==> src/rtl/req_client_bank_if.sv <==
// Request/grant handshake bundle between job sources, the client bank and the arbiter.
// The master side drives jobs, grants and the watchdog limit; the bank is the slave.
interface req_client_bank_if #(
  parameter int NCH = 8,
  parameter int CW  = 10,
  parameter int LW  = 4
);
  logic [NCH-1:0] job_v;
  logic [LW-1:0]  job_len;
  logic [NCH-1:0] gnt;
  logic [CW-1:0]  tmo_limit;
  logic [NCH-1:0] req;
  logic [NCH-1:0] busy;
  logic [NCH-1:0] done;
  logic [NCH-1:0] to_err;
  logic [NCH-1:0] ovf;
  logic           gnt_err;

  modport master (
    output job_v, job_len, gnt, tmo_limit,
    input  req, busy, done, to_err, ovf, gnt_err
  );

  modport slave (
    input  job_v, job_len, gnt, tmo_limit,
    output req, busy, done, to_err, ovf, gnt_err
  );
endinterface

==> src/rtl/req_client_bank.sv <==
// Bank of independent requester channels: each queues jobs, requests the arbiter,
// holds busy for the job length after a grant, and abandons jobs the watchdog times out.
module req_client_bank #(
  parameter int NCH = 8,
  parameter int CW  = 10,
  parameter int QD  = 3,
  parameter int LW  = 4
) (
  input logic              n0,
  input logic              n1,
  req_client_bank_if.slave bus
);

  localparam int PW = $clog2(QD + 1);

  typedef enum logic [1:0] {IDLE, REQ, BUSY, DONE} state_t;

  logic [NCH-1:0] req_v, busy_v, done_v, to_err_v, ovf_v;
  logic           gnt_err_q;

  genvar i;
  for (i = 0; i < NCH; i++) begin : g_ch
    state_t          state, state_n;
    logic [LW-1:0]   mem [QD];
    logic [PW-1:0]   rd_ptr, wr_ptr, cnt;
    logic [LW-1:0]   len_q, bcnt;
    logic [CW-1:0]   wait_q;
    logic            deq, enq, drop, tmo_hit;
    logic            to_err_q, ovf_q;

    // A full queue still accepts a job on the edge its head leaves for REQ.
    always_comb begin
      deq     = (state == IDLE) && (cnt != '0);
      drop    = bus.job_v[i] && (cnt == PW'(QD)) && !deq;
      enq     = bus.job_v[i] && !drop;
      tmo_hit = (bus.tmo_limit != '0) && (wait_q == bus.tmo_limit - CW'(1));
      state_n = state;
      case (state)
        IDLE:    if (deq) state_n = REQ;
        REQ:     if (bus.gnt[i]) state_n = BUSY;
                 else if (tmo_hit) state_n = IDLE;
        BUSY:    if (bcnt == LW'(1)) state_n = DONE;
        DONE:    state_n = IDLE;
        default: state_n = IDLE;
      endcase
    end

    always_ff @(posedge n0) begin
      if (enq) mem[wr_ptr] <= bus.job_len;
    end

    always_ff @(posedge n0 or posedge n1) begin
      if (n1) begin
        state    <= IDLE;
        rd_ptr   <= '0;
        wr_ptr   <= '0;
        cnt      <= '0;
        len_q    <= '0;
        bcnt     <= '0;
        wait_q   <= '0;
        to_err_q <= 1'b0;
        ovf_q    <= 1'b0;
      end else begin
        state <= state_n;
        if (enq) wr_ptr <= (wr_ptr == PW'(QD - 1)) ? '0 : wr_ptr + PW'(1);
        if (deq) begin
          rd_ptr <= (rd_ptr == PW'(QD - 1)) ? '0 : rd_ptr + PW'(1);
          len_q  <= (mem[rd_ptr] == '0) ? LW'(1) : mem[rd_ptr];
          wait_q <= '0;
        end else if (state == REQ && wait_q != '1) begin
          wait_q <= wait_q + CW'(1);
        end
        case ({enq, deq})
          2'b10:   cnt <= cnt + PW'(1);
          2'b01:   cnt <= cnt - PW'(1);
          default: cnt <= cnt;
        endcase
        if (state == REQ && bus.gnt[i]) bcnt <= len_q;
        else if (state == BUSY)         bcnt <= bcnt - LW'(1);
        to_err_q <= (state == REQ) && !bus.gnt[i] && tmo_hit;
        ovf_q    <= drop;
      end
    end

    assign req_v[i]    = (state == REQ);
    assign busy_v[i]   = (state == BUSY);
    assign done_v[i]   = (state == DONE);
    assign to_err_v[i] = to_err_q;
    assign ovf_v[i]    = ovf_q;
  end

  // Sticky flag for multi-bit grants or grants landing on a channel not requesting.
  always_ff @(posedge n0 or posedge n1) begin
    if (n1) begin
      gnt_err_q <= 1'b0;
    end else if (((bus.gnt & (bus.gnt - NCH'(1))) != '0) || ((bus.gnt & ~req_v) != '0)) begin
      gnt_err_q <= 1'b1;
    end
  end

  assign bus.req     = req_v;
  assign bus.busy    = busy_v;
  assign bus.done    = done_v;
  assign bus.to_err  = to_err_v;
  assign bus.ovf     = ovf_v;
  assign bus.gnt_err = gnt_err_q;

endmodule

==> src/flat_wrapper.sv <==
// flat-port wrapper written by rule: the top's interface ports become plain ports
module req_client_bank_flat 
#(
  parameter int NCH = 8,
  parameter int CW  = 10,
  parameter int QD  = 3,
  parameter int LW  = 4
)
  (n0, n1, bus_job_v, bus_job_len, bus_gnt, bus_tmo_limit, bus_req, bus_busy, bus_done, bus_to_err, bus_ovf, bus_gnt_err);
  req_client_bank_if #(.NCH(NCH), .CW(CW), .LW(LW)) bus_i ();
  input logic n0;
  input logic n1;
  input wire logic [$bits(bus_i.job_v)-1:0] bus_job_v;
  input wire logic [$bits(bus_i.job_len)-1:0] bus_job_len;
  input wire logic [$bits(bus_i.gnt)-1:0] bus_gnt;
  input wire logic [$bits(bus_i.tmo_limit)-1:0] bus_tmo_limit;
  output wire logic [$bits(bus_i.req)-1:0] bus_req;
  output wire logic [$bits(bus_i.busy)-1:0] bus_busy;
  output wire logic [$bits(bus_i.done)-1:0] bus_done;
  output wire logic [$bits(bus_i.to_err)-1:0] bus_to_err;
  output wire logic [$bits(bus_i.ovf)-1:0] bus_ovf;
  output wire logic [$bits(bus_i.gnt_err)-1:0] bus_gnt_err;
  assign bus_i.job_v = bus_job_v;
  assign bus_i.job_len = bus_job_len;
  assign bus_i.gnt = bus_gnt;
  assign bus_i.tmo_limit = bus_tmo_limit;
  assign bus_req = bus_i.req;
  assign bus_busy = bus_i.busy;
  assign bus_done = bus_i.done;
  assign bus_to_err = bus_i.to_err;
  assign bus_ovf = bus_i.ovf;
  assign bus_gnt_err = bus_i.gnt_err;
  req_client_bank #(.NCH(NCH), .CW(CW), .QD(QD), .LW(LW)) u_core (.n0(n0), .n1(n1), .bus(bus_i));
endmodule
==> config.mk <==
export PLATFORM = sky130hd
export DESIGN_NAME = req_client_bank_flat
export DESIGN_NICKNAME = d
export VERILOG_FILES = /design/src/rtl/req_client_bank_if.sv /design/src/rtl/req_client_bank.sv /design/src/flat_wrapper.sv
export SDC_FILE = /design/constraint.sdc
export NUM_CORES = 1
export LEC_CHECK = 0
export ABC_CLOCK_PERIOD_IN_PS = 8700
export CAP_MARGIN = 20
export CORE_MARGIN = 5
export CORE_UTILIZATION = 57
export DETAILED_ROUTE_END_ITERATION = 16
export PLACE_DENSITY = 0.77
export SETUP_SLACK_MARGIN = 0.3
export SLEW_MARGIN = 40
export SYNTH_ARGS = -nofsm -noshare
export SYNTH_HDL_FRONTEND = slang
export SYNTH_SLANG_ARGS = --single-unit
==> constraint.sdc <==
create_clock -name n0 -period 8.7 [get_ports n0]
set_input_delay 1.305 -clock n0 [delete_from_list [all_inputs] [get_ports n0]]
set_output_delay 1.305 -clock n0 [all_outputs]
set_load 0.01 [all_outputs]
==> impl_summary.md <==
Synthesis
The share of synthesized registers carrying an async set or reset is roughly 70%. The mapped netlist covers 0.01667 mm2. The mean cell area of the mapped netlist is 10.04 um2. The number of nets in the synthesized netlist is approximately 1700. The number of enable-type register cells in the synthesized netlist is between 90 and 100. The number of instances in the synthesized netlist is ~1700. The fraction of the mapped netlist area in simple logic gates is 18.42%. The main flop type after synthesis is dfrtp_1. The share of the Yosys chip area taken by registers is 51.06%.

The synthesized netlist devotes under 10% of its cell area to XOR and XNOR gates. The post-synthesis adder-cell area fraction is 2.176%. The synthesized netlist devotes 12.09% of its cell area to compound gates. During synthesis, Yosys emitted a total of 0 warnings.

Of the post-synthesis cell area, the part taken by muxes is between 4 and 5%. The number of library cell types mapped by synthesis is 73. After synthesis the netlist holds a flip-flop and latch count of 321. The dominant combinational cell family by area after synthesis is simple AND/OR/NAND/NOR gates.

Layout
The sequential cells in the finished layout cover a total of 0.008513 mm2. The finished layout holds around 2100 standard cells, fillers aside. The share of final-layout standard cells stronger than drive strength 1 is roughly 5.3%. The top cell types in the final layout, fill and taps aside, are dfrtp_1 (225), nand2_1 (179), nor2_1 (153). The multi-input gate area in the final layout is 0.007522 mm2.

The post-layout net count is 1736. The layout-stage area growth over the synthesis result is 11.86%. The library cell used most frequently in the layout, excluding fill and tap cells, is dfrtp_1. The utilization of the core after routing is 64.80%. The repair_antennas step left the layout with diodes totalling 0. Once layout is done, the placed cells without fillers occupy 0.01865 mm2.

The count of fill cells added during filler insertion is 2256.

Global routing
For this run, the total global-route usage over all layers was measured as 22.34%. The number of global-route vias before repair is 11900. For this run the aggregate overflow at the end of global routing stands at 0. The largest net degree at the start of global routing is between 100 and 150. The global-route wire length before repair is 60.80 mm. The initial antenna violation count is 0.

CTS
The clock passes through at most 3 buffers. CTS saw 321 sinks. CTS placed an instance of clkbuf_16 at the clock tree root. The H-tree depth is 2. In this run, post-CTS hold repair placed 0 buffers. The post-CTS resize count is 0. After clock tree synthesis, the setup repair step added 0 buffers. TritonCTS built the clock tree. The number of clock buffers added by TritonCTS is 35. After clock tree synthesis, the clock-pin slew on the worst setup and hold paths is 0.06 ns.

Clock latency on the worst-skew pair, taken at its later pin, is just over 0.5 ns.

Placed design
Timing analysis after detailed placement gives a worst setup slack of 3.513 ns. The number of cells after detailed placement is just over 2000. In this run the cell area measured after placement is between 0.015 and 0.02 mm2. The half-perimeter wire length after detailed placement is 24.96 mm.

Input and output buffers added on the ports amount to 72. The weighted congestion at the end of routability-driven global placement is 0.9727.

Die
The core area is approximately 0.029 mm2. The number of I/O pins is 73. The die covers between 0.03 and 0.04 mm2. The effective utilization at floorplan is 57.93%. Measured along the y axis, the die boundary spans between 150 and 200 um. The floorplan has 62 rows. The die extent in x is 181.0 um.

Timing
The normalized max-slew margin is 48.21%. The count of final max-slew check failures is 0. The worst clock skew is 0.01128 ns. The maximum clock rate is about 210 MHz. Across all setup checks in the final design, the least slack found is 3.894 ns.

The slew at the pin with the worst max-slew slack is 0.7744 ns. After layout, the minimum clock period comes to 4.806 ns. The final hold violation count came to 0. The tightest hold margin is 0.4742 ns.

The setup violation total in the final timing report is 0. After layout, the worst path uses 55.24% of the clock period. Setup repair after global routing left no endpoint under its margin. For the final routed database, the setup TNS stands at 0 ns.

Power
Of the total power, combinational logic draws 31.8%. The internal power contribution is 3.745 mW. The static leakage is 7.730 nW.

In this run the power spent charging and discharging nets is 2.111 mW. Overall power consumption after layout is estimated at 5.856 mW. Net switching is 36.05% of the power. The sequential power share is between 40% and 50%. Power spread over the standard cell area amounts to 314.0 mW/mm2. The worst-case IR drop observed on VDD is 0.0002283 V.

The clock network burns approximately a quarter of the power.

Route
The number of iterations in the first detailed-routing pass is 6. The routed layout has 12320 vias. The starting DRC count in detailed routing is 1018. In the final routed layout, each cell accounts on average for around 18 um. Summed over all layers, the routed wires come to 37.19 mm.

In the routed design, unresolved DRC markers number 0. After detailed routing, the number of vias per cell comes to 5.906. The number of routed nets with antenna violations is 0.

Flow run
Across the run, the number of max-cap violations was 0.

Worst setup path
The data required time at the worst endpoint is 9.09 ns. The critical path is of the input port to flop type. The delay of the slowest cell on the worst path is 0.81 ns. STA classifies the critical path startpoint as an input port.

The sum of buffers and inverters on the critical path is 2. Of all nets on the critical path, the largest fanout is 13. The slowest stage of the critical path belongs to the cell clkdlybuf4s50_1. The cell family contributing the most delay on the critical path is simple AND/OR/NAND/NOR gates. The critical path arrival is 5.19 ns. The endpoint kind of the worst setup timing path is a flop. The signal on the critical path passes through clkdlybuf4s50_1 > inv_1 > ha_1 > or3b_2 > o21ai_0 > and2_1 > o2111ai_1 > or4_1 > a22o_1.

Hold path
The min-delay analysis places its worst path in the category flop to flop.

Outcome
The run finished with clean final reports.
## cells in the mapped netlist, types with 6 or more instances
master,n,area share (%)
a2111oi_0,8,0.42
a211oi_1,12,0.54
a21o_1,24,1.1
a21oi_1,54,1.6
a221oi_1,8,0.42
and2_1,13,0.49
and3_1,19,0.71
and4_1,9,0.47
buf_2,6,0.18
buf_4,16,0.72
clkbuf_1,77,1.7
dfrtp_1,225,34
edfxtp_1,96,17
ha_1,29,2.2
inv_1,50,1.1
mux2_2,12,0.81
mux2i_1,68,4.1
nand2_1,179,4.0
nand2b_1,25,0.94
nand3_1,60,1.8
nand3b_1,11,0.50
nand4_1,20,0.75
nor2_1,153,3.4
nor2b_1,13,0.49
nor3_1,56,1.7
nor3b_1,25,1.1
nor4_1,13,0.49
o211ai_1,9,0.41
o21a_1,9,0.41
o21ai_0,109,3.3
o21ai_1,11,0.33
o21bai_1,8,0.36
o31ai_1,11,0.50
or3_1,11,0.41
or4_1,6,0.27
xnor2_1,77,4.0
xnor3_1,6,0.81
xor2_1,49,2.6
## sequential cells by signal, indices dropped and copies added, names as in the netlist, named ones only
| name | count |
|---|---|
| u_core.bus.gnt_err | 1 |
| u_core.g_ch.ovf_q | 8 |
| u_core.g_ch.cnt | 16 |
| u_core.g_ch.len_q | 32 |
| u_core.g_ch.rd_ptr | 16 |
| u_core.g_ch.wr_ptr | 16 |
| u_core.g_ch.to_err_q | 8 |
| u_core.g_ch.wait_q | 80 |
| u_core.g_ch.bcnt | 32 |
| u_core.g_ch.mem | 96 |
| u_core.g_ch.state | 8 |
## per-layer routing
layer,GRT usage (%),wire length (um)
met4,6.575,1005
met2,36.63,17890
met5,0,0
met1,30.71,15930
met3,4.142,2363
## cells by family after synthesis
group | Yosys count
AO/OA/AOI/OAI | 316
XOR/XNOR | 132
adder cells (fa/ha/maj) | 29
buffers and inverters | 155
flip-flops | 321
multiplexers | 80
AND/OR/NAND/NOR | 627
## path summary, 6_finish.rpt
kind | from | cells after the start | slack, ns | to
min | u_core.g_ch[4].len_q[1] | 2 | 0.47 | u_core.g_ch[4].len_q[1]
max reg2reg | flop | 6 | 6.15 | u_core.g_ch[2].wait_q[9]
min in group asynchronous | n1 | 2 | 1.33 | u_core.g_ch[5].wr_ptr[1]
min reg2reg | u_core.g_ch[4].len_q[1] | 2 | 0.47 | u_core.g_ch[4].len_q[1]
max in group asynchronous | n1 | 3 | 6.29 | u_core.g_ch[1].wait_q[3]
max | bus_tmo_limit[0] | 9 | 3.89 | u_core.g_ch[4].state[0]
## layout make-up
| cell class | count | share of cell area [%] |
|---|---|---|
| sequential | 321 | 45.65 |
| timing repair buffer | 83 | 4.267 |
| clock inverter | 9 | 0.4964 |
| inverter | 50 | 1.047 |
| multi-input combinational | 1184 | 40.33 |
| clock buffer | 54 | 5.635 |
| tap | 384 | 2.576 |
## worst register-to-register path: stages (launching register included)
cell	delay [ns]
dfrtp_1	0.52
inv_1	0.19
nand2_1	0.26
a41oi_1	0.66
nand4_1	0.31
or3_1	0.37
a21oi_1	0.15
## power groups by stage
stage	Clock, mW	Sequential [mW]	Combinational, mW
2_1_floorplan	0	2.27	1.60
3_3_place_gp	0	2.52	1.77
3_5_place_dp	0	2.54	1.86
4_1_cts	1.49	2.52	1.88
5_1_grt	1.55	2.61	2.10
6_report	1.47	2.53	1.86
Note: power is estimated with default switching activity, not from simulation.
